$ cat src/rtl/serial_add_ctrl_pkg.sv
// Shared state encoding and counter sizing for the bit-serial adder controller.
package serial_add_ctrl_pkg;

    typedef enum logic [1:0] {
        IDLE = 2'd0,
        RUN  = 2'd1,
        DONE = 2'd2
    } state_t;

    // Bit counter width is max(1, ceil(log2 N)) so N=1 still has a real register.
    function automatic int countWidth(input int n);
        return (n <= 2) ? 1 : $clog2(n);
    endfunction

endpackage

$ cat src/rtl/serial_add_ctrl_if.sv
// Request/result bundle between a requester and serial_add_ctrl.
// The sub signal exists only when SERIAL_ADD_SUB_EN is defined.
interface serial_add_ctrl_if #(
    parameter int N = 4
);
    logic         start;
    logic [N-1:0] a;
    logic [N-1:0] b;
    logic         cin;
    logic         busy;
    logic         done;
    logic [N-1:0] sum;
    logic         cout;

`ifdef SERIAL_ADD_SUB_EN
    logic         sub;

    modport master (output start, a, b, cin, sub, input busy, done, sum, cout);
    modport slave  (input start, a, b, cin, sub, output busy, done, sum, cout);
`else
    modport master (output start, a, b, cin, input busy, done, sum, cout);
    modport slave  (input start, a, b, cin, output busy, done, sum, cout);
`endif

endinterface

$ cat src/rtl/serial_add_ctrl_fa_bit.sv
// Single combinational full-adder cell shared across all operand bits.
module fa_bit (
    output logic s,
    output logic c,
    input  logic a,
    input  logic b,
    input  logic cin
);

    assign s = a ^ b ^ cin;
    assign c = (a & b) | (a & cin) | (b & cin);

endmodule

$ cat src/rtl/serial_add_ctrl.sv
// Bit-serial adder controller: one fa_bit, LSB first, result N+1 cycles after start.
// SERIAL_ADD_SUB_EN adds a subtract mode (B inverted, carry forced to 1).
module serial_add_ctrl
    import serial_add_ctrl_pkg::*;
#(
    parameter int N = 4
) (
    input  logic             clk,
    input  logic             rst,
    serial_add_ctrl_if.slave bus
);

    localparam int CW = countWidth(N);

    state_t        state_q, state_d;
    logic [N-1:0]  aShift_q, aShift_d;
    logic [N-1:0]  bShift_q, bShift_d;
    logic [N-1:0]  sum_q, sum_d;
    logic          carry_q, carry_d;
    logic          cout_q, cout_d;
    logic [CW-1:0] count_q, count_d;
    logic          faSum, faCarry;

    fa_bit uFaBit (
        .s   (faSum),
        .c   (faCarry),
        .a   (aShift_q[0]),
        .b   (bShift_q[0]),
        .cin (carry_q)
    );

    always_ff @(posedge clk) begin
        if (rst) begin
            state_q  <= IDLE;
            aShift_q <= '0;
            bShift_q <= '0;
            sum_q    <= '0;
            carry_q  <= 1'b0;
            cout_q   <= 1'b0;
            count_q  <= '0;
        end else begin
            state_q  <= state_d;
            aShift_q <= aShift_d;
            bShift_q <= bShift_d;
            sum_q    <= sum_d;
            carry_q  <= carry_d;
            cout_q   <= cout_d;
            count_q  <= count_d;
        end
    end

    always_comb begin
        state_d  = state_q;
        aShift_d = aShift_q;
        bShift_d = bShift_q;
        sum_d    = sum_q;
        carry_d  = carry_q;
        cout_d   = cout_q;
        count_d  = count_q;

        case (state_q)
            IDLE: begin
                if (bus.start) begin
                    state_d  = RUN;
                    aShift_d = bus.a;
                    bShift_d = bus.b;
                    carry_d  = bus.cin;
`ifdef SERIAL_ADD_SUB_EN
                    if (bus.sub) begin
                        bShift_d = ~bus.b;
                        carry_d  = 1'b1;
                    end
`endif
                    count_d  = '0;
                    sum_d    = '0;
                end
            end
            RUN: begin
                // Each sum bit enters at the MSB so after N shifts bit 0 lands in place.
                sum_d        = sum_q >> 1;
                sum_d[N-1]   = faSum;
                aShift_d     = aShift_q >> 1;
                bShift_d     = bShift_q >> 1;
                carry_d      = faCarry;
                count_d      = count_q + CW'(1);
                if (count_q == CW'(N - 1)) begin
                    state_d = DONE;
                    cout_d  = faCarry;
                end
            end
            DONE: begin
                state_d = IDLE;
            end
            default: begin
                state_d = IDLE;
            end
        endcase
    end

    assign bus.busy = (state_q != IDLE);
    assign bus.done = (state_q == DONE);
    assign bus.sum  = sum_q;
    assign bus.cout = cout_q;

endmodule

$ cat src/flat_wrapper.sv
// flat-port wrapper written by rule: the top's interface ports become plain ports
module serial_add_ctrl_flat import serial_add_ctrl_pkg::*;
#(
    parameter int N = 4
)
  (clk, rst, bus_start, bus_a, bus_b, bus_cin, bus_busy, bus_done, bus_sum, bus_cout);
  serial_add_ctrl_if #(.N(N)) bus_i ();
  input  logic clk;
  input  logic rst;
  input wire logic [$bits(bus_i.start)-1:0] bus_start;
  input wire logic [$bits(bus_i.a)-1:0] bus_a;
  input wire logic [$bits(bus_i.b)-1:0] bus_b;
  input wire logic [$bits(bus_i.cin)-1:0] bus_cin;
  output wire logic [$bits(bus_i.busy)-1:0] bus_busy;
  output wire logic [$bits(bus_i.done)-1:0] bus_done;
  output wire logic [$bits(bus_i.sum)-1:0] bus_sum;
  output wire logic [$bits(bus_i.cout)-1:0] bus_cout;
  assign bus_i.start = bus_start;
  assign bus_i.a = bus_a;
  assign bus_i.b = bus_b;
  assign bus_i.cin = bus_cin;
  assign bus_busy = bus_i.busy;
  assign bus_done = bus_i.done;
  assign bus_sum = bus_i.sum;
  assign bus_cout = bus_i.cout;
  serial_add_ctrl #(.N(N)) u_core (.clk(clk), .rst(rst), .bus(bus_i));
endmodule
$ cat config.mk
export PLATFORM = sky130hd
export DESIGN_NAME = serial_add_ctrl_flat
export DESIGN_NICKNAME = d
export VERILOG_FILES = /design/src/rtl/serial_add_ctrl_pkg.sv /design/src/rtl/serial_add_ctrl_if.sv /design/src/rtl/serial_add_ctrl_fa_bit.sv /design/src/rtl/serial_add_ctrl.sv /design/src/flat_wrapper.sv
export SDC_FILE = /design/constraint.sdc
export NUM_CORES = 1
export LEC_CHECK = 0
export BUFFER_PORTS_ARGS = -buffer_cell sky130_fd_sc_hd__buf_4
export CORE_UTILIZATION = 54
export DETAILED_ROUTE_END_ITERATION = 7
export GPL_ROUTABILITY_DRIVEN = 0
export HOLD_SLACK_MARGIN = 0.1
export PLACE_DENSITY_LB_ADDON = 0.12
export SLEW_MARGIN = 30
export SYNTH_ARGS = -nofsm -noshare
export SYNTH_HDL_FRONTEND = slang
export SYNTH_SLANG_ARGS = --single-unit
$ cat constraint.sdc
create_clock -name clk -period 2.25 [get_ports clk]
set_clock_uncertainty 0.1 [all_clocks]
set_input_delay 0.1125 -clock clk [delete_from_list [all_inputs] [get_ports clk]]
set_output_delay 0.1125 -clock clk [all_outputs]
set_load 0.1 [all_outputs]
==> results of run 1 <==
[per-layer routing]
layer  vias up  global-route usage [%]  share of wire [%]
li1        336                       -                  -
met1       293                    31.8                 50
met2        17                    34.3                 46
met3         2                    3.33                2.9
met4         0                    7.76               0.38
met5         -                       0                  0
[power by group]
group | switching, mW | internal [mW]
registers | 0.0152 | 0.337
clock network | 0.0920 | 0.0621
logic | 0.0714 | 0.0592
[path summary, 6_finish.rpt]
check	startpoint	to	slack (ps)
worst min-delay path	bus_a[0]	u_core.aShift_q[0]	120
worst max register to register	u_core.state_q[0]	u_core.bShift_q[3]	280
worst max-delay path	u_core.state_q[0]	u_core.bShift_q[3]	280
worst min register to register	u_core.aShift_q[3]	u_core.aShift_q[3]	400
[through the flow]
stage / total power [mW] / util (%) / area (sq um) / worst slack, ps
2_1_floorplan: 0.444 / - / 786 / 221
3_3_place_gp: 0.470 / 68.1 / 908 / 637
3_5_place_dp: 0.472 / 68.1 / 908 / 580
4_1_cts: 0.639 / 77.3 / 1030 / 288
5_1_grt: 0.666 / 78.0 / 1040 / 168
6_report: 0.636 / 78.0 / 1040 / 276
[flip-flops by register name, indices dropped and copies added (netlist names)]
| name | cells |
|---|---|
| u_core.carry_q | 1 |
| u_core.aShift_q | 4 |
| u_core.count_q | 2 |
| u_core.bus.cout | 1 |
| u_core.state_q | 2 |
| u_core.bShift_q | 4 |
| u_core.bus.sum | 4 |
[synthesized netlist by cell type (2+ instances only)]
cell type  count
mux2i_1        7
inv_1          5
a22oi_1        5
nand2_1        2
nor2_1        17
nor2b_1        2
dfxtp_1       18
a32oi_1        2
a211oi_1       7
buf_6          2
[cell type report]
type / instances / area share (%)
well taps: 15 / 1.80
clock buffers: 3 / 2.16
multi-input cells: 51 / 35.3
inverters: 5 / 1.80
repair buffers: 30 / 24.3
flip-flops and latches: 18 / 34.6
[worst max-delay path, stage by stage, from the launching register on]
cell,delay (ps)
dfxtp_1,710
o21bai_2,260
a32oi_1,190
dlygate4sd3_1,570
nor2_1,40
[cells by family (layout without fill, tap and decap cells)]
group,count (synthesis),after routing,share of synthesized area (%)
AND/OR/NAND/NOR,22,22,11.8
multiplexers,7,7,8.92
buffers and inverters,10,38,7.32
adder cells (fa/ha/maj),2,2,4.14
AO/OA/AOI/OAI,20,20,22.0
flip-flops,18,18,45.9
==> impl_metrics.json, run 1 <==
{
  "post-cts-setup-buffers": 0,
  "timing.setup.tns_ps": 0,
  "vias": 648,
  "rows": 13,
  "grt_start_max_net_pins": 19,
  "core_sq_um": 1330,
  "final_layout_size_suffix_gt1_share_pct": 25.2,
  "min_period_ps": 1970,
  "fin_crit_sh_pct": 87.7,
  "regArea_sq_um": 360,
  "relSlewSlack_pct": 60.7,
  "multiInputGateArea_sq_um": 368,
  "syn_inst": 79,
  "path_class": "reg -> reg",
  "drc": 0,
  "fin_nets": 123,
  "holdPathStages": 3,
  "io_buffers": 18,
  "place_inst": 108,
  "netlist_area_sq_um": 786,
  "setup_viol": 0,
  "area_delta_synth_final_pct": 32.5,
  "fmax_ghz": 0.507,
  "io_pins": 19,
  "hold_class": "in -> reg",
  "rr_worst_depth": 4,
  "clk_latency_ps": 280,
  "cp-start-kind": "register",
  "cts_tree": "yes",
  "hold_violations": 0,
  "synth-edff-count": 0,
  "synth_top_area_share_pct": 45.9,
  "die-area_sq_um": 1610,
  "yosysTopAreaCell": "dfxtp_1",
  "synthFlopType": "dfxtp_1",
  "synth-async-reset-ratio_pct": 0,
  "ys_ff_latch": 18,
  "vias_per_cell": 5.31,
  "grt_pass1_vias": 531,
  "cts.sinks": 18,
  "grt_setup_unrepaired": "false",
  "grt.total_usage_pct": 22.4,
  "leakage_nw": 0.438,
  "hpwl_microns": 950,
  "cts_made_buffers": 3,
  "antenna_cells": 0,
  "drv_cap": 0,
  "ant_nets": 0,
  "yosys-top-cells-area": "dfxtp_1 (46%), mux2i_1 (8.9%), nor2_1 (8.1%)",
  "whs_ps": 115,
  "tightestPinTransition_ps": 589,
  "report.final.slew_viol_count": 0,
  "root_buffer": "clkbuf_4",
  "ys_types": 22,
  "routed_wl_microns": 1580,
  "h-tree-depth": 1,
  "status": "completed",
  "syn_area_per_cell_sq_um": 9.95,
  "grt_overflow_total": 0,
  "cp.required_ps": 2330,
  "fin_cells": 122,
  "powerDensity_nw_per_um2": 611,
  "critPathCaptureType": "register",
  "most-common-layout-cells": "buf_4 (19), dfxtp_1 (18), nor2_1 (17)",
  "firstDrtPassIters": 4,
  "grt_pass1_wl_microns": 2340,
  "vdd_drop_max_uv": 381,
  "seq_area_frac_synth_pct": 45.9,
  "worstPathMaxFanout": 14,
  "die-width_microns": 40.1,
  "arrival_ps": 2060,
  "drt_iter0_markers": 10,
  "cts_resized": 0,
  "final_common_cell": "buf_4",
  "clk_pin_slew_ps": 90,
  "initial_core_util_pct": 58.9,
  "die_y_microns": 40.1,
  "synth_fp_nets": 93,
  "cts_buffer_depth": 2,
  "fillers": 99,
  "antenna_found_initial": 0,
  "yosys_warnings": 0,
  "ctsHoldBuffers": 10,
  "wl_per_cell_microns": 13.0
}
(Power assumes the default switching activity.)
==> run 2: changes to the inputs <==
--- a/config.mk
+++ b/config.mk
@@ -6,7 +6,8 @@
 export NUM_CORES = 1
 export LEC_CHECK = 0
 export BUFFER_PORTS_ARGS = -buffer_cell sky130_fd_sc_hd__buf_4
-export CORE_UTILIZATION = 54
+export CORE_UTILIZATION = 57
+export CTS_BUF_LIST = sky130_fd_sc_hd__clkbuf_8
 export DETAILED_ROUTE_END_ITERATION = 7
 export GPL_ROUTABILITY_DRIVEN = 0
 export HOLD_SLACK_MARGIN = 0.1
==> impl_metrics.json, run 2 (synthesis gave the netlist of run 1 again) <==
{
  "status": "completed",
  "grt_start_max_net_pins": 19,
  "fmax_ghz": 0.498,
  "hold_class": "in -> reg",
  "top_layer": "met4",
  "arrival_ps": 2050,
  "netSwitchingPower_mw": 0.181,
  "grt_pass1_wl_microns": 2430,
  "antenna_found_initial": 0,
  "initial_core_util_pct": 61.1,
  "fin_nets": 117,
  "io_buffers": 18,
  "grt_overflow_total": 0,
  "h-tree-depth": 1,
  "fin_crit_sh_pct": 89.3,
  "tightestPinTransition_ps": 593,
  "cts_tree": "yes",
  "cp_cell_sequence": "o21bai_2 -> a32oi_1 -> dlygate4sd3_1 -> nor2_1",
  "vdd_drop_max_uv": 409,
  "most-common-layout-cells": "buf_4 (20), dfxtp_1 (18), nor2_1 (17)",
  "grt_pass1_vias": 548,
  "wl_per_cell_microns": 13.9,
  "rows": 13,
  "cts_buffer_depth": 2,
  "drc": 0,
  "clk_pin_slew_ps": 60,
  "combPwrFrac_pct": 17.7,
  "p_int_mw": 0.508,
  "ant_nets": 0,
  "crit_path_start": "u_core.state_q[0]",
  "core_sq_um": 1280,
  "grt.total_usage_pct": 24.5,
  "leakage_nw": 0.424,
  "rr_worst_depth": 4,
  "worstPathMaxFanout": 14,
  "reg2reg_slack_ps": 240,
  "setup.worst_path.end": "u_core.bShift_q[3]",
  "area_delta_synth_final_pct": 26.9,
  "vias_per_cell": 5.28,
  "report.final.slew_viol_count": 0,
  "fillers": 96,
  "cts_made_buffers": 3,
  "reg2reg_to": "u_core.bShift_q[3]",
  "cp-start-kind": "register",
  "final_layout_size_suffix_gt1_share_pct": 27.7,
  "fin_cells": 116,
  "die-area_sq_um": 1530,
  "hpwl_microns": 982,
  "swShare_pct": 26.3,
  "cpPeakStageDelay_ps": 690,
  "grt_setup_unrepaired": "false",
  "cp.required_ps": 2290,
  "timing.setup.tns_ps": 0,
  "drv_cap": 0,
  "wl_met2_microns": 782,
  "power.clock.fraction_pct": 31.1,
  "regArea_sq_um": 360,
  "routed_wl_microns": 1610,
  "drt_iter0_markers": 11,
  "critPathCaptureType": "register",
  "wl_met3_microns": 48,
  "clk_latency_ps": 250,
  "met1_length_microns": 764,
  "cts_resized": 0,
  "setup_viol": 0,
  "cts.sinks": 18,
  "die_y_microns": 39.1,
  "io_pins": 19,
  "hold_violations": 0,
  "die-width_microns": 39.1,
  "powerDensity_nw_per_um2": 691,
  "seq_power_share_pct": 51.2,
  "placed_area_sq_um": 916,
  "relSlewSlack_pct": 60.4,
  "min_period_ps": 2010,
  "r2r-start": "u_core.state_q[0]",
  "firstDrtPassIters": 4,
  "final_common_cell": "buf_4",
  "antenna_cells": 0,
  "whs_ps": 113,
  "final_area_sq_um": 997,
  "multiInputGateArea_sq_um": 368,
  "vias": 612,
  "p_total_mw": 0.689,
  "root_buffer": "clkbuf_8",
  "place_inst": 109,
  "path_class": "reg -> reg",
  "slowest_stage": "dfxtp_1"
}
[run 2: what timing repair did]
item | in CTS | in global routing
setup endpoints to repair | 0 | 0
hold buffers | 4 | 0
buffers inserted | 0 | 0
endpoints found under the hold margin | 17 | 0
[run 2: how the worst min path moves through the flow]
stage               cells past startpoint  slack [ps]                  to  startpoint
floorplan                               2         180  u_core.bShift_q[3]   bus_start
finish                                  3         110  u_core.bShift_q[1]    bus_b[1]
detailed placement                      3         290  u_core.bShift_q[3]    bus_b[3]
global route                            3         140  u_core.bShift_q[0]    bus_b[0]
global placement                        3         280  u_core.bShift_q[3]    bus_b[3]
CTS                                     3         110  u_core.bShift_q[1]    bus_b[1]
[run 2: area by class of cell]
class                   instances  area share [%]
repair buffers                 24            19.1
clock buffers                   3            4.14
well taps                      15            1.88
multi-input cells              51            36.9
inverters                       5            1.88
flip-flops and latches         18            36.1
[run 2: power groups by stage]
stage | clock, mW | sequential [mW] | combinational, mW
floorplan | 0 | 0.367 | 0.0768
global placement | 0 | 0.359 | 0.113
detailed placement | 0 | 0.359 | 0.115
CTS | 0.221 | 0.353 | 0.121
global route | 0.236 | 0.355 | 0.133
finish | 0.214 | 0.353 | 0.122
[run 2: critical path: cells and delay by family (launching register included)]
kind	cells	cell delay [ps]
buffers and inverters	1	600
DFF	1	690
AOI/OAI and AO/OA	2	470
and+or+nand+nor	1	40
[run 2: through the flow]
stage	setup slack (ps)	utilization, %
detailed placement	589	71.3
global placement	620	71.3
CTS	304	77.6
finish	241	77.6
floorplan	221	-
global route	123	77.6
[run 2: layer usage]
layer / global-route usage [%] / up-vias
met2: 41.3 / 12
met3: 6.94 / 2
met5: 0 / -
met4: 10.3 / 0
li1: - / 326
met1: 28.5 / 272
